### src/rtl/lcd_frame_ctrl.sv
// lcd_frame_ctrl -- HD44780-class character LCD controller with its own frame buffer.
//
// Holds a ROWS x COLS character buffer. After reset it waits POR_CYC cycles and
// sends the init sequence 0x38, 0x0C, 0x06, 0x01. It then refreshes the panel
// continuously. Each row is sent as a DDRAM address command followed by COLS
// data writes.
//
// Ports:
//   clk, rst_n          system clock (rising edge), asynchronous active-low reset
//   wr_en/wr_addr/wr_data
//                       CPU character write; the address is row*COLS+col, and
//                       out-of-range addresses are ignored
//   clear_req           fill the buffer with spaces in one cycle (wins over wr_en)
//   EN, RW, RS, data    LCD pins; RW is tied low
//   ready               high from the first row command onward
//   frame_done          one-cycle pulse on the last cycle of each frame
//
// Optional feature (macro LCD_DIRTY_SKIP_EN): refresh only when the buffer has
// been touched since row 0 of the previous frame went out. Otherwise the FSM
// idles with EN low.
module lcd_frame_ctrl #(
  parameter int ROWS     = 2,
  parameter int COLS     = 16,
  parameter int EN_CYC   = 50_000,
  parameter int WAIT_CYC = 50_000,
  parameter int CLR_CYC  = 100_000,
  parameter int POR_CYC  = 750_000,
  localparam int CELLS   = ROWS * COLS,
  localparam int AW      = $clog2(CELLS)
) (
  input  logic          clk,
  input  logic          rst_n,
  input  logic          wr_en,
  input  logic [AW-1:0] wr_addr,
  input  logic [7:0]    wr_data,
  input  logic          clear_req,
  output logic          EN,
  output logic          RW,
  output logic          RS,
  output logic [7:0]    data,
  output logic          ready,
  output logic          frame_done
);

  localparam logic [31:0] EN_LAST   = 32'(EN_CYC - 1);
  localparam logic [31:0] WAIT_LAST = 32'(WAIT_CYC - 1);
  localparam logic [31:0] CLR_LAST  = 32'(CLR_CYC - 1);
  localparam logic [31:0] POR_LAST  = 32'(POR_CYC - 1);
  localparam logic [AW:0] NCELL     = (AW+1)'(CELLS);
  localparam logic [5:0]  COL_LAST  = 6'(COLS - 1);
  localparam logic [1:0]  ROW_LAST  = 2'(ROWS - 1);

  typedef enum logic [2:0] {S_POR, S_INIT, S_ROW_CMD, S_CHAR, S_IDLE} state_t;

  function automatic logic [7:0] init_cmd(input logic [1:0] i);
    case (i)
      2'd0:    init_cmd = 8'h38;
      2'd1:    init_cmd = 8'h0C;
      2'd2:    init_cmd = 8'h06;
      default: init_cmd = 8'h01;
    endcase
  endfunction

  function automatic logic [7:0] row_cmd(input logic [1:0] r);
    case (r)
      2'd0:    row_cmd = 8'h80;
      2'd1:    row_cmd = 8'hC0;
      2'd2:    row_cmd = 8'h94;
      default: row_cmd = 8'hD4;
    endcase
  endfunction

  // ---------------- frame buffer ----------------
  logic [CELLS-1:0][7:0] fb;
  logic                  wr_ok;
  assign wr_ok = wr_en && ({1'b0, wr_addr} < NCELL);

  always_ff @(posedge clk or negedge rst_n) begin
    if (!rst_n)          fb <= {CELLS{8'h20}};
    else if (clear_req)  fb <= {CELLS{8'h20}};
    else if (wr_ok)      fb[wr_addr] <= wr_data;
  end

  // ---------------- sequencer ----------------
  state_t        state, n_state;
  logic          hi;          // 1 = EN-high phase of the current transaction
  logic [31:0]   cnt;
  logic [1:0]    init_idx, n_init;
  logic [1:0]    row, n_row;
  logic [5:0]    col, n_col;
  logic [AW-1:0] ptr, n_ptr;  // address of the next character to send
  logic          is_clr, n_clr;
  logic          n_rs;
  logic [7:0]    n_data;
  logic          launch, go_idle, fd_next;
  logic          hi_done, lo_done, last_char;
  logic [31:0]   lo_last;
  logic          skip_frame, wake;

`ifdef LCD_DIRTY_SKIP_EN
  logic dirty;
  assign skip_frame = !dirty;
  assign wake       = dirty;

  // A write on the same edge as the row-0 launch keeps the flag set, so that
  // write is never lost.
  always_ff @(posedge clk or negedge rst_n) begin
    if (!rst_n)                                  dirty <= 1'b0;
    else if (clear_req || wr_ok)                 dirty <= 1'b1;
    else if (launch && n_state == S_ROW_CMD &&
             n_row == 2'd0)                      dirty <= 1'b0;
  end
`else
  assign skip_frame = 1'b0;
  assign wake       = 1'b0;
`endif

  assign lo_last   = is_clr ? CLR_LAST : WAIT_LAST;
  assign hi_done   = hi && (cnt == EN_LAST);
  assign lo_done   = !hi && (cnt == lo_last);
  assign last_char = (state == S_CHAR) && (col == COL_LAST) && (row == ROW_LAST);
  // frame_done must cover the final low cycle of the last character, so it is
  // raised one cycle before that cycle begins.
  assign fd_next   = last_char && ((hi_done && lo_last == 32'd0) ||
                                   (!hi && (cnt + 32'd1 == lo_last)));

  always_comb begin
    launch  = 1'b0;
    go_idle = 1'b0;
    n_state = state;
    n_rs    = 1'b0;
    n_data  = 8'h00;
    n_init  = init_idx;
    n_row   = row;
    n_col   = col;
    n_ptr   = ptr;
    n_clr   = 1'b0;
    case (state)
      S_POR: if (cnt == POR_LAST) begin
        launch  = 1'b1;
        n_state = S_INIT;
        n_init  = 2'd0;
        n_data  = init_cmd(2'd0);
      end
      S_INIT: if (lo_done) begin
        launch = 1'b1;
        if (init_idx == 2'd3) begin
          n_state = S_ROW_CMD;
          n_row   = 2'd0;
          n_ptr   = '0;
          n_data  = row_cmd(2'd0);
        end else begin
          n_init = init_idx + 2'd1;
          n_data = init_cmd(init_idx + 2'd1);
          n_clr  = (init_idx == 2'd2);
        end
      end
      S_ROW_CMD: if (lo_done) begin
        launch  = 1'b1;
        n_state = S_CHAR;
        n_rs    = 1'b1;
        n_col   = 6'd0;
        n_data  = fb[ptr];
        n_ptr   = ptr + 1'b1;
      end
      S_CHAR: if (lo_done) begin
        if (col != COL_LAST) begin
          launch  = 1'b1;
          n_rs    = 1'b1;
          n_col   = col + 6'd1;
          n_data  = fb[ptr];
          n_ptr   = ptr + 1'b1;
        end else if (row != ROW_LAST) begin
          launch  = 1'b1;
          n_state = S_ROW_CMD;
          n_row   = row + 2'd1;
          n_data  = row_cmd(row + 2'd1);
        end else if (skip_frame) begin
          go_idle = 1'b1;
        end else begin
          launch  = 1'b1;
          n_state = S_ROW_CMD;
          n_row   = 2'd0;
          n_ptr   = '0;
          n_data  = row_cmd(2'd0);
        end
      end
      S_IDLE: if (wake) begin
        launch  = 1'b1;
        n_state = S_ROW_CMD;
        n_row   = 2'd0;
        n_ptr   = '0;
        n_data  = row_cmd(2'd0);
      end
      default: ;
    endcase
  end

  assign RW = 1'b0;

  always_ff @(posedge clk or negedge rst_n) begin
    if (!rst_n) begin
      state      <= S_POR;
      hi         <= 1'b0;
      cnt        <= '0;
      init_idx   <= '0;
      row        <= '0;
      col        <= '0;
      ptr        <= '0;
      is_clr     <= 1'b0;
      EN         <= 1'b0;
      RS         <= 1'b0;
      data       <= 8'h00;
      ready      <= 1'b0;
      frame_done <= 1'b0;
    end else begin
      frame_done <= fd_next;
      if (launch) begin
        state    <= n_state;
        hi       <= 1'b1;
        cnt      <= '0;
        EN       <= 1'b1;
        RS       <= n_rs;
        data     <= n_data;
        init_idx <= n_init;
        row      <= n_row;
        col      <= n_col;
        ptr      <= n_ptr;
        is_clr   <= n_clr;
        if (n_state == S_ROW_CMD) ready <= 1'b1;
      end else if (go_idle) begin
        state <= S_IDLE;
        cnt   <= '0;
      end else if (hi_done) begin
        hi  <= 1'b0;
        cnt <= '0;
        EN  <= 1'b0;
      end else if (state != S_IDLE) begin
        cnt <= cnt + 32'd1;
      end
    end
  end

endmodule
### config.mk
export PLATFORM = sky130hd
export DESIGN_NAME = lcd_frame_ctrl
export DESIGN_NICKNAME = d
export VERILOG_FILES = /design/src/rtl/lcd_frame_ctrl.sv
export SDC_FILE = /design/constraint.sdc
export NUM_CORES = 1
export LEC_CHECK = 0
export CAP_MARGIN = 20
export CORE_MARGIN = 3
export CORE_UTILIZATION = 55
export DETAILED_ROUTE_END_ITERATION = 8
export GPL_TIMING_DRIVEN = 1
export PLACE_DENSITY = 0.74
export SLEW_MARGIN = 20
export SYNTH_ARGS = -nofsm -noshare
export SYNTH_HDL_FRONTEND = slang
export SYNTH_SLANG_ARGS = --single-unit
### constraint.sdc
create_clock -name clk -period 2.2 [get_ports clk]
set_input_delay 0.33 -clock clk [delete_from_list [all_inputs] [get_ports clk]]
set_output_delay 0.33 -clock clk [all_outputs]
set_load 0.03 [all_outputs]
==> results.md <==
- Clock skew: 0.0222 ns
- Final Setup Violations: 17
- Max-slew headroom: 0.322
- CP max-delay cell: mux4_2
- Avg Inst Size Synth: 10.5 um2
- Final hold violations: 0
- Sequential power share: 0.483
- Ys flop type: dfrtp_1
- Worst min-delay path category: in2reg
- RePlAce Congestion: 0.913
- Initial antenna violation count: 0
- Pre-Repair DR Iteration Count: 6
- CP Cell Sequence: buf_12, clkbuf_16, mux4_2, mux4_2, nand2b_4, nand3_2, nand3_2
- Final WS setup: -0.112 ns
- WS Path Type: reg2reg
- Sum of buffers and inverters on the critical path: 2
- Multi-input gate area: 0.00860 mm2
- Switching Fraction: 0.230
- Max-slew violations: 0
- Initial core utilization: 0.560
- Post-Syn Nets: 1,605
- Met3 GRT Util: 0.0397
- Combinational power share: 0.047
- Layout area overhead: 24.3%
- Number of clock sinks: 319
- Largest net degree at the start of global routing: 66
- CTS tree: yes
- Final #Nets: 1,775
- Via count: 13,200
- IO buf count: 28
- Worst EP arrival: 2.70 ns
- Vias in the first global route: 13,500
- Commonest non-fill, non-tap cells in the layout: dfrtp_1, nor2_1, mux2i_1, buf_4, nand2_1
- Worst Max-Slew Pin Slew: 1.02 ns
- Synthesized cell area: 0.0166 mm2
- Leak Pwr: 9.22 nW
- Dpl cells: 2,075
- Critical path's largest stage delay: 0.53 ns
- Number of synthesized flops with an enable pin: 0
- Post-route DRC: 0
- Iteration-0 DRC Markers: 1,340
- Clock share of power: 0.470
- Peak supply drop: 517 uV
- Yosys cell types: 70
- Clock period minus worst slack: 2.31 ns
- Sw Pwr: 0.00282 W
- Met2 GRT Util: 0.434
- WL final: 45,500 um
- Core Area: 0.0297 mm2
- Design area: 0.0207 mm2
- Most common cell after layout, fill and taps aside: dfrtp_1
- Max-Cap Viols: 0
- Most Used Layer, Global Route: met2
- Reg area: 0.00804 mm2
- Highest Clock Rate: 433 MHz
- Crit path max-delay family: multiplexers
- Root buffer cell: clkbuf_16
- Status: finished, violations left
- YS warnings: 0
- Int Pwr: 0.00947 W
- Reg clk slew, reported paths: 0.06 ns
- Number of antenna diodes: 0
- FP Rows: 63
- Failing checks: negative setup slack
- H-tree depth: 2
- GR Overflow Total: 0
- Seq/Total Area, Yosys: 0.482
- Worst-Skew Late Latency: 0.52 ns
- RSZ-0062 raised after global routing: true
- CP Launch Type: flip-flop
- Worst Path Max Fanout: 5
- Fill count: 2,107
- Die area: 0.0324 mm2
- Non-filler instance count after layout: 2,165
- Worst setup EP type: flip-flop
- Chip height: 180 um
- Final core utilization: 0.696
- WHS: 0.245 ns
- Power Total: 0.0123 W
- I/O pin count: 30
- Tcrit/Tclk final: 1.05
- Final ANT Viol Nets: 0
- Total track usage: 0.275
- Vias per inst: 6.10
- Width of the chip: 180 um
- PD cells: 595 mW/mm2
- First-pass GRT wire length: 73,100 um
- Share of layout cells above drive strength 1: 0.269
- HPWL after DPL: 29,900 um
- Yosys reg bits: 319
- Cell count after synthesis: 1,579
- Async SR Flop Fraction: 1.00
- CTS max path bufs: 3
- Placed cell area: 0.0187 mm2
- Critical Path RT: 2.59 ns
- WL/cell: 21.0 um
- TritonCTS Buffers: 36
- Met1 Use GR: 0.402
==> power groups by stage <==
stage          registers, W  logic, W  clock network (W)
2_1_floorplan       0.00603  0.000254                  0
5_1_grt             0.00593  0.000632            0.00612
3_3_place_gp        0.00603  0.000565                  0
6_report            0.00593  0.000581            0.00578
4_1_cts             0.00593  0.000580            0.00585
3_5_place_dp        0.00604  0.000574                  0
==> state kept, by name, summed over array words and instances (netlist names), 2 cells and up <==
name      cells
ptr           5
col           6
data          8
init_idx      2
row           2
state         3
cnt          32
fb          256
==> routing by layer <==
layer / part of all wire / vias up
met2: 0.46 / 495
met1: 0.44 / 6676
met3: 0.069 / 100
met5: 0 / -
met4: 0.030 / 0
li1: - / 5939
==> final cells by class <==
type | count | share of cell area
inverter | 11 | 0.00200
tap | 390 | 0.0236
sequential | 319 | 0.389
clock inverter | 11 | 0.00460
clock buffer | 53 | 0.0500
timing repair buffer | 259 | 0.115
multi-input combinational | 1122 | 0.416
==> final timing paths <==
path / from / to / slack, ns / cells past startpoint
worst max-delay path: ptr[0] / data[1] / -0.11 / 7
worst min-delay path: clear_req / fb[156] / 0.25 / 2
worst max register to register: ptr[0] / data[1] / -0.11 / 7
worst min register to register: ready / ready / 0.49 / 1
max in group asynchronous: rst_n / cnt[9] / 1.01 / 3
min in group asynchronous: rst_n / fb[164] / 0.34 / 2
==> per-stage QoR <==
stage	worst slack, ns	TNS, ns
after global routing	-0.180	-2.72
after floorplan	-0.0828	-0.147
final	-0.112	-1.05
after global placement	-0.0946	-0.986
after detailed placement	-0.125	-2.83
after CTS	-0.0959	-0.611
==> what timing repair did <==
action	4_1_cts	5_1_grt
pin swaps	31	41
gates cloned	1	1
endpoints found under the setup margin	23	45
buffers inserted	15	11
hold buffers	1	0
resized for setup	53	92
endpoints found under the hold margin	43	0
==> synthesized netlist by cell type, types with 5 or more instances <==
library cell,n,area [um2]
a211o_1,32,280
a21oi_1,46,230
a221oi_1,16,140
a31oi_1,5,31.3
and2_1,6,37.5
and3_1,28,175
buf_1,5,18.8
buf_2,21,105
buf_4,7,52.6
clkbuf_1,91,342
dfrtp_1,287,7180
dfstp_2,32,841
ha_1,9,113
inv_1,11,41.3
mux2i_1,252,2520
mux4_2,44,991
nand2_1,108,405
nand2b_1,11,68.8
nand3_1,52,260
nand3b_1,7,52.6
nand4_1,13,81.3
nor2_1,275,1030
nor2b_1,23,144
nor3_1,20,100
nor3b_1,6,45.0
nor4_1,11,68.8
nor4b_1,5,43.8
o21ai_0,30,150
o221ai_1,9,78.8
o22ai_1,6,37.5
xnor2_1,32,280
xor2_1,11,96.3
==> worst reg2reg max path, delay by kind of cell (launching register included) <==
family        cells  cell delay, ns
flops             1            0.48
simple gates      3            0.33
buf+inv           2            0.32
mux               2            1.05
==> cells by family after synthesis <==
group                    count (synthesis)  synth area share
AND/OR/NAND/NOR                        595             0.167
multiplexers                           298             0.213
buffers and inverters                  138            0.0353
flip-flops                             319             0.482
XOR/XNOR                                43            0.0226
adder cells (fa/ha/maj)                  9           0.00677
AO/OA/AOI/OAI                          176            0.0732
other                                    1          0.000225
Power figures use the tool's default switching activity.
